<file path="src/rtl/pipe_ctrl_pkg.sv">
// Shared types for the pipeline hazard/flush controller: forwarding selects and stage writer info.
// Register indices in stage_wr_t are held at a fixed maximum width and zero-extended by users.
package pipe_ctrl_pkg;

  localparam int REG_IDX_MAX_W = 8;

  typedef enum logic [1:0] {
    FWD_RF  = 2'b00,
    FWD_EX  = 2'b01,
    FWD_MEM = 2'b10,
    FWD_WB  = 2'b11
  } fwd_sel_t;

  typedef struct packed {
    logic                     valid;
    logic                     wb_en;
    logic [REG_IDX_MAX_W-1:0] rd;
  } stage_wr_t;

  // Register 0 is hard-wired zero and never creates a dependency.
  function automatic logic stage_match(input stage_wr_t s, input logic [REG_IDX_MAX_W-1:0] x);
    return s.valid & s.wb_en & (s.rd == x) & (x != '0);
  endfunction

endpackage

</file>
<file path="src/rtl/hazard_scoreboard.sv">
// Per-register pending bits and in-flight counter for long-latency matrix ops, plus a sticky
// error flag for completions that match nothing outstanding. All state updates on posedge clk.
module hazard_scoreboard
  import pipe_ctrl_pkg::*;
#(
  parameter int NUM_REGS    = 32,
  parameter int REG_IDX_W   = $clog2(NUM_REGS),
  parameter int MAX_MTX_OPS = 4,
  parameter int CNT_W       = $clog2(MAX_MTX_OPS + 1)
) (
  input  logic                 clk,
  input  logic                 rst_n,
  input  logic                 i_issue,
  input  logic                 i_issue_wb_en,
  input  logic [REG_IDX_W-1:0] i_issue_rd,
  input  logic                 i_cmpl_valid,
  input  logic [REG_IDX_W-1:0] i_cmpl_rd,
  output logic [NUM_REGS-1:0]  o_pending,
  output logic [CNT_W-1:0]     o_cnt,
  output logic                 o_err
);

  logic [NUM_REGS-1:0] r_pending;
  logic [CNT_W-1:0]    r_cnt;
  logic                r_err;

  logic [NUM_REGS-1:0] w_set_mask;
  logic [NUM_REGS-1:0] w_clr_mask;
  logic                w_cmpl_bad;
  logic                w_cnt_full;
  logic                w_cnt_empty;

  assign w_cnt_full  = (r_cnt == CNT_W'(MAX_MTX_OPS));
  assign w_cnt_empty = (r_cnt == '0);

  always_comb begin
    w_set_mask = '0;
    w_clr_mask = '0;
    if (i_issue && i_issue_wb_en && (i_issue_rd != '0))
      w_set_mask[i_issue_rd] = 1'b1;
    if (i_cmpl_valid)
      w_clr_mask[i_cmpl_rd] = 1'b1;
  end

  assign w_cmpl_bad = i_cmpl_valid & (~r_pending[i_cmpl_rd] | w_cnt_empty);

  // Set is applied after clear so a forced same-index set+clear leaves the bit pending.
  always_ff @(posedge clk or negedge rst_n) begin
    if (!rst_n) begin
      r_pending <= '0;
      r_cnt     <= '0;
      r_err     <= 1'b0;
    end else begin
      r_pending <= (r_pending & ~w_clr_mask) | w_set_mask;
      if (i_issue && !i_cmpl_valid && !w_cnt_full)
        r_cnt <= r_cnt + CNT_W'(1);
      else if (i_cmpl_valid && !i_issue && !w_cnt_empty)
        r_cnt <= r_cnt - CNT_W'(1);
      if (w_cmpl_bad)
        r_err <= 1'b1;
    end
  end

  assign o_pending = r_pending;
  assign o_cnt     = r_cnt;
  assign o_err     = r_err;

endmodule

</file>
<file path="src/rtl/pipeline_hazard_ctrl.sv">
// Hazard/flush controller beside decode: scoreboard, matrix credit, RAW stalls and redirect flush.
// Define HAZARD_FWD_EN to reduce RAW stalls to load-use and drive operand forwarding selects.
module pipeline_hazard_ctrl
  import pipe_ctrl_pkg::*;
#(
  parameter int NUM_REGS    = 32,
  parameter int REG_IDX_W   = $clog2(NUM_REGS),
  parameter int MAX_MTX_OPS = 4,
  parameter int CNT_W       = $clog2(MAX_MTX_OPS + 1)
) (
  input  logic                 clk,
  input  logic                 rst_n,
  input  logic                 i_dec_valid,
  input  logic [REG_IDX_W-1:0] i_dec_rs1,
  input  logic [REG_IDX_W-1:0] i_dec_rs2,
  input  logic                 i_dec_rs1_used,
  input  logic                 i_dec_rs2_used,
  input  logic [REG_IDX_W-1:0] i_dec_rd,
  input  logic                 i_dec_wb_en,
  input  logic                 i_dec_is_matrix,
  input  logic                 i_ex_valid,
  input  logic                 i_ex_wb_en,
  input  logic                 i_ex_is_load,
  input  logic [REG_IDX_W-1:0] i_ex_rd,
  input  logic                 i_mem_valid,
  input  logic                 i_mem_wb_en,
  input  logic [REG_IDX_W-1:0] i_mem_rd,
  input  logic                 i_wb_valid,
  input  logic                 i_wb_wb_en,
  input  logic [REG_IDX_W-1:0] i_wb_rd,
  input  logic                 i_branch_redirect,
  input  logic                 i_mtx_ready,
  input  logic                 i_mtx_cmpl_valid,
  input  logic [REG_IDX_W-1:0] i_mtx_cmpl_rd,
  output logic                 o_fetch_stall,
  output logic                 o_decode_stall,
  output logic                 o_fetch_flush,
  output logic                 o_decode_flush,
  output logic                 o_execute_flush,
  output logic                 o_mtx_issue,
  output logic [CNT_W-1:0]     o_mtx_outstanding,
  output logic [NUM_REGS-1:0]  o_sb_pending,
  output logic                 o_sb_err,
  output logic [1:0]           o_fwd_sel_rs1,
  output logic [1:0]           o_fwd_sel_rs2
);

  stage_wr_t                w_ex, w_mem, w_wb;
  logic [REG_IDX_MAX_W-1:0] w_rs1_x, w_rs2_x;
  logic                     w_ex1, w_ex2, w_mem1, w_mem2, w_wb1, w_wb2;
  logic                     w_hz_sb, w_hz_raw, w_hz_mtx, w_stall, w_issue;
  fwd_sel_t                 w_fwd1, w_fwd2;

  assign w_ex    = '{valid: i_ex_valid,  wb_en: i_ex_wb_en,  rd: REG_IDX_MAX_W'(i_ex_rd)};
  assign w_mem   = '{valid: i_mem_valid, wb_en: i_mem_wb_en, rd: REG_IDX_MAX_W'(i_mem_rd)};
  assign w_wb    = '{valid: i_wb_valid,  wb_en: i_wb_wb_en,  rd: REG_IDX_MAX_W'(i_wb_rd)};
  assign w_rs1_x = REG_IDX_MAX_W'(i_dec_rs1);
  assign w_rs2_x = REG_IDX_MAX_W'(i_dec_rs2);

  assign w_ex1  = stage_match(w_ex,  w_rs1_x);
  assign w_ex2  = stage_match(w_ex,  w_rs2_x);
  assign w_mem1 = stage_match(w_mem, w_rs1_x);
  assign w_mem2 = stage_match(w_mem, w_rs2_x);
  assign w_wb1  = stage_match(w_wb,  w_rs1_x);
  assign w_wb2  = stage_match(w_wb,  w_rs2_x);

  // Sources and destination checked against the scoreboard cover both RAW and WAW on matrix results.
  assign w_hz_sb = i_dec_valid &
                   ((i_dec_rs1_used & o_sb_pending[i_dec_rs1]) |
                    (i_dec_rs2_used & o_sb_pending[i_dec_rs2]) |
                    (i_dec_wb_en    & o_sb_pending[i_dec_rd]));

  assign w_hz_mtx = i_dec_valid & i_dec_is_matrix &
                    ((o_mtx_outstanding == CNT_W'(MAX_MTX_OPS)) | ~i_mtx_ready);

`ifdef HAZARD_FWD_EN
  // A load in EX has no data yet, so it can neither forward nor be bypassed.
  function automatic fwd_sel_t fwd_pick(input logic ex, input logic mem, input logic wb,
                                        input logic ex_load);
    if (ex && !ex_load) return FWD_EX;
    else if (mem)       return FWD_MEM;
    else if (wb)        return FWD_WB;
    else                return FWD_RF;
  endfunction

  assign w_hz_raw = i_dec_valid & i_ex_is_load &
                    ((i_dec_rs1_used & w_ex1) | (i_dec_rs2_used & w_ex2));
  assign w_fwd1   = fwd_pick(w_ex1, w_mem1, w_wb1, i_ex_is_load);
  assign w_fwd2   = fwd_pick(w_ex2, w_mem2, w_wb2, i_ex_is_load);
`else
  logic w_unused_ex_is_load;

  assign w_unused_ex_is_load = i_ex_is_load;
  assign w_hz_raw = i_dec_valid &
                    ((i_dec_rs1_used & (w_ex1 | w_mem1 | w_wb1)) |
                     (i_dec_rs2_used & (w_ex2 | w_mem2 | w_wb2)));
  assign w_fwd1   = FWD_RF;
  assign w_fwd2   = FWD_RF;
`endif

  // A redirect squashes decode, so it overrides every stall and blocks issue.
  assign w_stall = (w_hz_sb | w_hz_raw | w_hz_mtx) & ~i_branch_redirect;
  assign w_issue = i_dec_valid & i_dec_is_matrix & ~w_stall & ~i_branch_redirect;

  assign o_fetch_stall   = w_stall;
  assign o_decode_stall  = w_stall;
  assign o_fetch_flush   = i_branch_redirect;
  assign o_decode_flush  = i_branch_redirect;
  assign o_execute_flush = w_stall | i_branch_redirect;
  assign o_mtx_issue     = w_issue;
  assign o_fwd_sel_rs1   = w_fwd1;
  assign o_fwd_sel_rs2   = w_fwd2;

  hazard_scoreboard #(
    .NUM_REGS    (NUM_REGS),
    .REG_IDX_W   (REG_IDX_W),
    .MAX_MTX_OPS (MAX_MTX_OPS),
    .CNT_W       (CNT_W)
  ) u_sb (
    .clk           (clk),
    .rst_n         (rst_n),
    .i_issue       (w_issue),
    .i_issue_wb_en (i_dec_wb_en),
    .i_issue_rd    (i_dec_rd),
    .i_cmpl_valid  (i_mtx_cmpl_valid),
    .i_cmpl_rd     (i_mtx_cmpl_rd),
    .o_pending     (o_sb_pending),
    .o_cnt         (o_mtx_outstanding),
    .o_err         (o_sb_err)
  );

endmodule

</file>
<file path="config.mk">
export PLATFORM = sky130hd
export DESIGN_NAME = pipeline_hazard_ctrl
export DESIGN_NICKNAME = d
export VERILOG_FILES = /design/src/rtl/pipe_ctrl_pkg.sv /design/src/rtl/hazard_scoreboard.sv /design/src/rtl/pipeline_hazard_ctrl.sv
export SDC_FILE = /design/constraint.sdc
export NUM_CORES = 1
export LEC_CHECK = 0
export BUFFER_PORTS_ARGS = -buffer_cell sky130_fd_sc_hd__buf_4
export CAP_MARGIN = 20
export CELL_PAD_IN_SITES_DETAIL_PLACEMENT = 2
export CELL_PAD_IN_SITES_GLOBAL_PLACEMENT = 2
export CORE_UTILIZATION = 32
export CTS_CLUSTER_DIAMETER = 120
export DETAILED_ROUTE_END_ITERATION = 10
export PLACE_DENSITY = 0.88
export SETUP_SLACK_MARGIN = 0.2
export SKIP_LAST_GASP = 1
export SYNTH_ARGS = -nofsm -noshare
export SYNTH_HDL_FRONTEND = slang
export SYNTH_SLANG_ARGS = --single-unit
</file>
<file path="constraint.sdc">
create_clock -name clk -period 3.8 [get_ports clk]
set_input_delay 0.57 -clock clk [delete_from_list [all_inputs] [get_ports clk]]
set_output_delay 0.57 -clock clk [all_outputs]
set_load 0.03 [all_outputs]
</file>
==> reports/metrics.yaml, run 1 <==
run_status:
  outcome: "finished, final reports clean"
synthesis:
  netlist_area_sq_um: 3331
  yosys_warnings: 0
  ys_ff_latch: 36
  synth_most_common_cell: "dfrtp_1"
  synth_top_area_share_pct: 27.05
  ys.flop_type: "dfrtp_1"
  synth_area_leaders: "dfrtp_1, mux4_2, mux2i_1, o21ai_0, xnor2_1"
  synth_cell_type_count: 54
  synthCells: 340
  syn_avg_cell_area_sq_um: 9.796
  async_reset_ff_share_pct: 100.0
  synth_edf_count: 0
  yosysTopAreaCell: "dfrtp_1"
  ys_top_cells_by_count: "dfrtp_1, o21ai_0, mux4_2, mux2i_1, xnor2_1"
  seq_area_frac_synth_pct: 27.05
timing:
  finalCriticalPeriod_ns: 3.406
  tightestPinTransition_ns: 0.5717
  setup_viol_count_final: 0
  max_freq_mhz: 293.6
  slew-limit-headroom_pct: 61.89
  setup_slack_ns: 0.3940
  final-hold-violation-count: 0
  fin_crit_sh_pct: 89.63
  maxSlewViolCount: 0
  grt_setup_unrepaired: "no"
  fin_tns_setup_ns: 0
  fin_skew_ns: 0.006094
cells_and_area:
  nNetsFinal: 469
  syn_to_final_growth_pct: 26.30
  finalNonFillerCells: 550
  drive_gt1_share_pct: 37.89
  antenna_cells: 0
drt:
  num_vias: 3331
  first_iter_violations: 232
  finalWirelength_mm: 14.15
  drcViolationCount: 0
  ant_nets: 0
  wl_per_cell_um: 25.72
  dr.pass1.iters: 4
  viasPerCell: 6.056
worst_setup_path:
  cp-start-kind: "primary input"
  worstSetupPathType: "in2reg"
  crit_path_cell_trace: "buf_4, mux4_2, mux2_2, o21ai_1, a221oi_1, a311oi_2, nand3_1, buf_4, or4_1, o21ai_2"
  crit_buf_inv: 2
  cp.required_ns: 4.02
  worst_setup_path_end_kind: "flip-flop"
  crit_family: "simple AND/OR/NAND/NOR gates"
  crit_arrival_ns: 3.62
  slowest_delay_ns: 0.72
  crit_fanout: 20
  cp_slowest_cell: "or4_1"
  cp_common_cell: "buf_4"
power_and_ir_drop:
  p_clk_share_pct: 22.4
  power.internal_uw: 796.7
  p_comb_share_pct: 40.7
  p_leak_nw: 1.755
  power_frac_seq_pct: 36.9
  swShare_pct: 39.83
  switching_power_uw: 527.3
  power.density_nw_per_um2: 314.7
  ir_worst_vdd_mv: 0.1137
die:
  fp.dieH_um: 104.0
  die_w_um: 104.0
  start_util_pct: 33.61
  core-area_sq_um: 9910
  die_area_sq_um: 10820
  io-pin-count: 98
  std_cell_rows: 36
min_path:
  hp-class: "in2async"
cts:
  postCtsHoldBufs: 0
  cts_sinks: 36
  cts_tree: "built"
  clock_latency_ns: 0.29
  htreeDepth: 2
  cts_max_path_buffers: 2
  cts_buffers: 5
  clk_pin_slew_ns: 0.08
  clockRootBuffer: "clkbuf_8"
placement:
  routabilityCongestion: 0.8724
  dp_slack_ns: -0.0008473
  portBuffers: 92
  dp.cells: 542
  dpl.hpwl_mm: 10.72
global_routing:
  grt_overflow_total: 0
  grt_pass1_vias: 3734
  grt_pass1_wl_mm: 22.28
  grt_max_degree: 37
  track_usage_pct: 26.60
  antenna_found_initial: 0
flow_run:
  cap_violations: 0
==> worst paths after layout <==
kind / cells after the start / slack (ns) / startpoint / to
max: 10 / 0.39 / i_dec_rs1[0] / u_sb.o_pending[22]
min: 1 / 0.23 / rst_n / u_sb.o_cnt[1]
max reg2reg: 9 / 0.43 / u_sb.o_pending[22] / u_sb.o_pending[22]
min reg2reg: 1 / 0.53 / u_sb.o_err / u_sb.o_err
max in group asynchronous: 1 / 3.22 / rst_n / u_sb.o_pending[6]
min in group clk: 1 / 0.53 / u_sb.o_err / u_sb.o_err
==> layout by cell type (no fill, tap or decap), types with 2 or more instances in the layout <==
cell	instances
mux4_2	25
nor2b_1	6
o22ai_1	6
nand3_1	8
or3b_2	4
or3_1	6
mux2_2	4
buf_4	101
nand2b_1	4
xor2_1	11
o31ai_1	15
nor4_1	3
a221oi_1	3
or4_1	3
nor3_1	4
xnor2_1	20
nand4_1	6
clkbuf_8	6
mux2i_1	21
o21ai_1	10
dfrtp_1	36
nor4b_1	2
nand3b_1	9
conb_1	4
inv_1	9
o21ai_0	35
a21oi_1	3
nand2_1	7
o21ai_2	8
nor2_1	10
o2111ai_1	2
clkinv_2	2
==> registers in the layout, summed over array words and instances (netlist names) <==
name and cells:
u_sb.o_err 1, u_sb.o_pending 32, u_sb.o_cnt 3
==> cell type report <==
class	count	area [sq um]
fill	1094	5703
multi-input combinational	261	2236
sequential	36	900.9
timing repair buffer	102	769.5
tap	133	166.4
clock buffer	6	82.58
inverter	10	41.29
clock inverter	2	10.01
==> per-stage QoR <==
step / hold slack, ns / cell area (sq um) / utilization [%] / total power [mW]
global placement: 0.4662 / 4100 / 41.38 / 0.9905
finish: 0.2268 / 4207 / 42.45 / 1.324
floorplan: 0.2744 / 3379 / - / 0.8115
global route: 0.2574 / 4207 / 42.45 / 1.373
detailed placement: 0.5074 / 4100 / 41.38 / 1.027
CTS: 0.2461 / 4193 / 42.31 / 1.320
==> timing repair <==
action	CTS	global route
buffers inserted	0	0
setup endpoints to repair	0	10
gates resized for setup	0	4
hold endpoints to repair	0	0
==> power groups by stage <==
stage               logic [mW]  registers [mW]  clock network (mW)
finish                   0.539           0.488               0.297
global route             0.573           0.494               0.305
CTS                      0.540           0.486               0.295
detailed placement       0.534           0.493                   0
global placement         0.504           0.487                   0
floorplan                0.284           0.528                   0
==> logic make-up after synthesis <==
kind of cell | Yosys count | synth area share, %
adders and majority gates | 1 | 0.6011
other | 1 | 0.1126
xor gates and xnor gates | 31 | 8.152
AOI/OAI and AO/OA | 97 | 18.93
buffers and inverters | 46 | 6.611
muxes | 50 | 24.57
DFF | 36 | 27.05
and+or+nand+nor | 78 | 13.98
==> metal layers <==
layer | global-route usage (%) | vias up | routed length, um
met1 | 33.33 | 1722 | 5764
met3 | 2.694 | 21 | 620
li1 | - | 1445 | -
met2 | 48.38 | 143 | 7524
met5 | 0 | - | 0
met4 | 7.245 | 0 | 235
No activity file was read; power rests on OpenSTA's default activity.
==> run 2, diff against run 1 <==
==> constraint.sdc (replaced) <==
create_clock -name clk -period 3.8 [get_ports clk]
set_input_delay 0.57 -clock clk [delete_from_list [all_inputs] [get_ports clk]]
set_output_delay 0.57 -clock clk [all_outputs]
set_load 0.1 [all_outputs]
==> run 2 against run 1 <==
Compared with the run above: combinational power rose by 39%; die area did not move; clock power rose by 5%; critical path depth rose by 3; cell count fell by 1.1%; routed wire length fell by 0.71%; register-to-register slack improved by 0.13 ns; sequential power rose by 2%; sequential share of layout area rose by 0.85 points; hold slack improved by 0.011 ns.
==> reports/metrics.yaml, run 2 (synthesis gave the netlist of run 1 again) <==
timing:
  setup_viol_count_final: 0  # unchanged
  grt_setup_unrepaired: "no"
  fin_crit_sh_pct: 91.38  # +1.8 points
  whs_ns: 0.2383  # +0.01146 ns
  maxSlewViolCount: 0  # unchanged
  finalCriticalPeriod_ns: 3.473  # +0.06660 ns
  fin_skew_ns: 0.006973  # +0.0008788 ns
  tightestPinTransition_ns: 0.5095  # -0.06215 ns
  fin_tns_setup_ns: 0  # unchanged
  slew-limit-headroom_pct: 66.03  # +4.1 points
  max_freq_mhz: 288.0  # -1.9%
  final-hold-violation-count: 0  # unchanged
cells_and_area:
  nNetsFinal: 464  # -1.1%
  mostFrequentLayoutCells: "buf_4, o21ai_0, dfrtp_2"
  largest_register_ffs: 32  # unchanged
  finalNonFillerCells: 544  # -1.1%
  utilization_pct: 42.70  # +0.25 points
  antenna_cells: 0  # unchanged
  final_common_cell: "buf_4"
  syn_to_final_growth_pct: 27.05
  fillers: 1059  # -3.2%
  drive_gt1_share_pct: 46.23  # +8.3 points
  final_area_sq_um: 4232  # +0.60%
global_routing:
  antenna_found_initial: 0  # unchanged
  grt_pass1_vias: 3744  # +0.27%
  track_usage_pct: 26.83  # +0.23 points
  grt_max_degree: 37  # unchanged
  grt_overflow_total: 0  # unchanged
  grt_pass1_wl_mm: 22.24  # -0.19%
placement:
  portBuffers: 92  # unchanged
  routabilityCongestion: 0.8478  # -2.8%
  dp.cells: 536  # -1.1%
  dpl.hpwl_mm: 10.44  # -2.6%
  post_dp_cell_area_sq_um: 4115  # +0.37%
power_and_ir_drop:
  p_comb_share_pct: 48.0  # +7.3 points
  power_frac_seq_pct: 31.9  # -5.0 points
  swShare_pct: 47.21  # +7.4 points
  power.internal_uw: 822.7  # +3.3%
  ir_worst_vdd_mv: 0.1994  # +75%
  power.density_nw_per_um2: 368.3  # +17%
  switching_power_uw: 735.8  # +40%
  p_clk_share_pct: 20.1  # -2.3 points
  p_leak_nw: 1.681  # -4.2%
die:
  fp.dieH_um: 104.0  # unchanged
  die_area_sq_um: 10820  # unchanged
  die_w_um: 104.0  # unchanged
  std_cell_rows: 36  # unchanged
  start_util_pct: 33.61  # unchanged
  core-area_sq_um: 9910  # unchanged
  io-pin-count: 98  # unchanged
cts:
  postCtsHoldBufs: 0  # unchanged
  clk_pin_slew_ns: 0.08  # about the same
  cts_tree: "built"
  cts_max_path_buffers: 2  # unchanged
  clock_latency_ns: 0.30  # about the same
  cts_sinks: 36  # unchanged
  clockRootBuffer: "clkbuf_8"
  cts_buffers: 5  # unchanged
  htreeDepth: 2  # unchanged
worst_setup_path:
  slowest_delay_ns: 0.52  # -0.20 ns
  r2r_cells: 11  # +2
  worst-path-stages: 13  # +3
  crit_buf_inv: 3  # +1
  crit_arrival_ns: 3.64  # +0.02 ns
  crit_family: "simple AND/OR/NAND/NOR gates"
  crit_path_cell_trace: "buf_4, or4_1, o21ai_1, or4_1, o221ai_1, a311oi_2, buf_4, nand3_2, clkinvlp_4, nand2_2, fa_2, nand2b_1, mux4_2"
  cp_slowest_cell: "or4_1"
  r2r_end: "u_sb.o_cnt[2]"
  worstSetupPathType: "in2reg"
  cp-start-kind: "primary input"
  cp.required_ns: 3.97  # -0.05 ns
  r2r_start: "u_sb.o_pending[31]"
  worst_setup_path_end_kind: "flip-flop"
  reg2reg_slack_ns: 0.56  # +0.13 ns
  crit_fanout: 7  # -65%
drt:
  num_vias: 3330  # -0.030%
  drcViolationCount: 0  # unchanged
  wl_per_cell_um: 25.82  # +0.39%
  viasPerCell: 6.121  # +1.1%
  finalWirelength_mm: 14.05  # -0.71%
  first_iter_violations: 281  # +21%
  ant_nets: 0  # unchanged
  dr.pass1.iters: 4  # unchanged
flow_run:
  cap_violations: 0  # unchanged
run_status:
  outcome: "finished, final reports clean"
min_path:
  hp-class: "in2async"
[run 2: worst max path at each step]
| stage | from | endpoint | slack [ns] |
|---|---|---|---|
| 5_1_grt | i_dec_rd[1] | o_decode_stall | 0.23 |
| 4_1_cts | i_dec_rs2[0] | u_sb.o_pending[2] | 0.30 |
| 3_3_place_gp | i_dec_rs1[0] | u_sb.o_pending[10] | 0.15 |
| 2_1_floorplan | i_dec_rs1[0] | u_sb.o_cnt[2] | -0.08 |
| 3_5_place_dp | i_dec_rs2[0] | u_sb.o_pending[2] | -0.001 |
| 6_report | i_dec_rs2[0] | u_sb.o_cnt[2] | 0.33 |
[run 2: area by class of cell]
| class | count | area, sq um | share of cell area [%] |
|---|---|---|---|
| Clock buffer | 7 | 96.34 | 2.277 |
| Inverter | 10 | 41.29 | 0.9758 |
| Multi-Input combinational cell | 261 | 2257 | 53.34 |
| Sequential cell | 36 | 942.2 | 22.26 |
| Tap cell | 133 | 166.4 | 3.933 |
| Timing Repair Buffer | 97 | 728.2 | 17.21 |
[run 2: power groups by stage]
stage / combinational, mW / sequential (mW) / clock (mW)
6_report: 0.748 / 0.497 / 0.313
3_3_place_gp: 0.710 / 0.497 / 0
5_1_grt: 0.789 / 0.503 / 0.335
3_5_place_dp: 0.739 / 0.501 / 0
2_1_floorplan: 0.331 / 0.703 / 0
4_1_cts: 0.744 / 0.495 / 0.317
[run 2: metal layers]
metal,routed length (um),GRT usage [%],vias to the layer above
li1,-,-,1434
met1,5310,32.38,1710
met2,7337,47.05,151
met3,878,3.822,35
met4,518,12.45,0
met5,0,0,-
[run 2: what timing repair did]
item,4_1_cts,5_1_grt
endpoints found under the setup margin,0,13
gates resized for setup,0,3
buffers inserted,0,1
[run 2: stage by stage]
step           total power [mW]  worst slack (ns)
6_report                  1.558            0.3274
5_1_grt                   1.626            0.2251
4_1_cts                   1.557            0.2993
3_5_place_dp              1.239        -0.0009730
3_3_place_gp              1.207            0.1476
2_1_floorplan             1.033          -0.08238
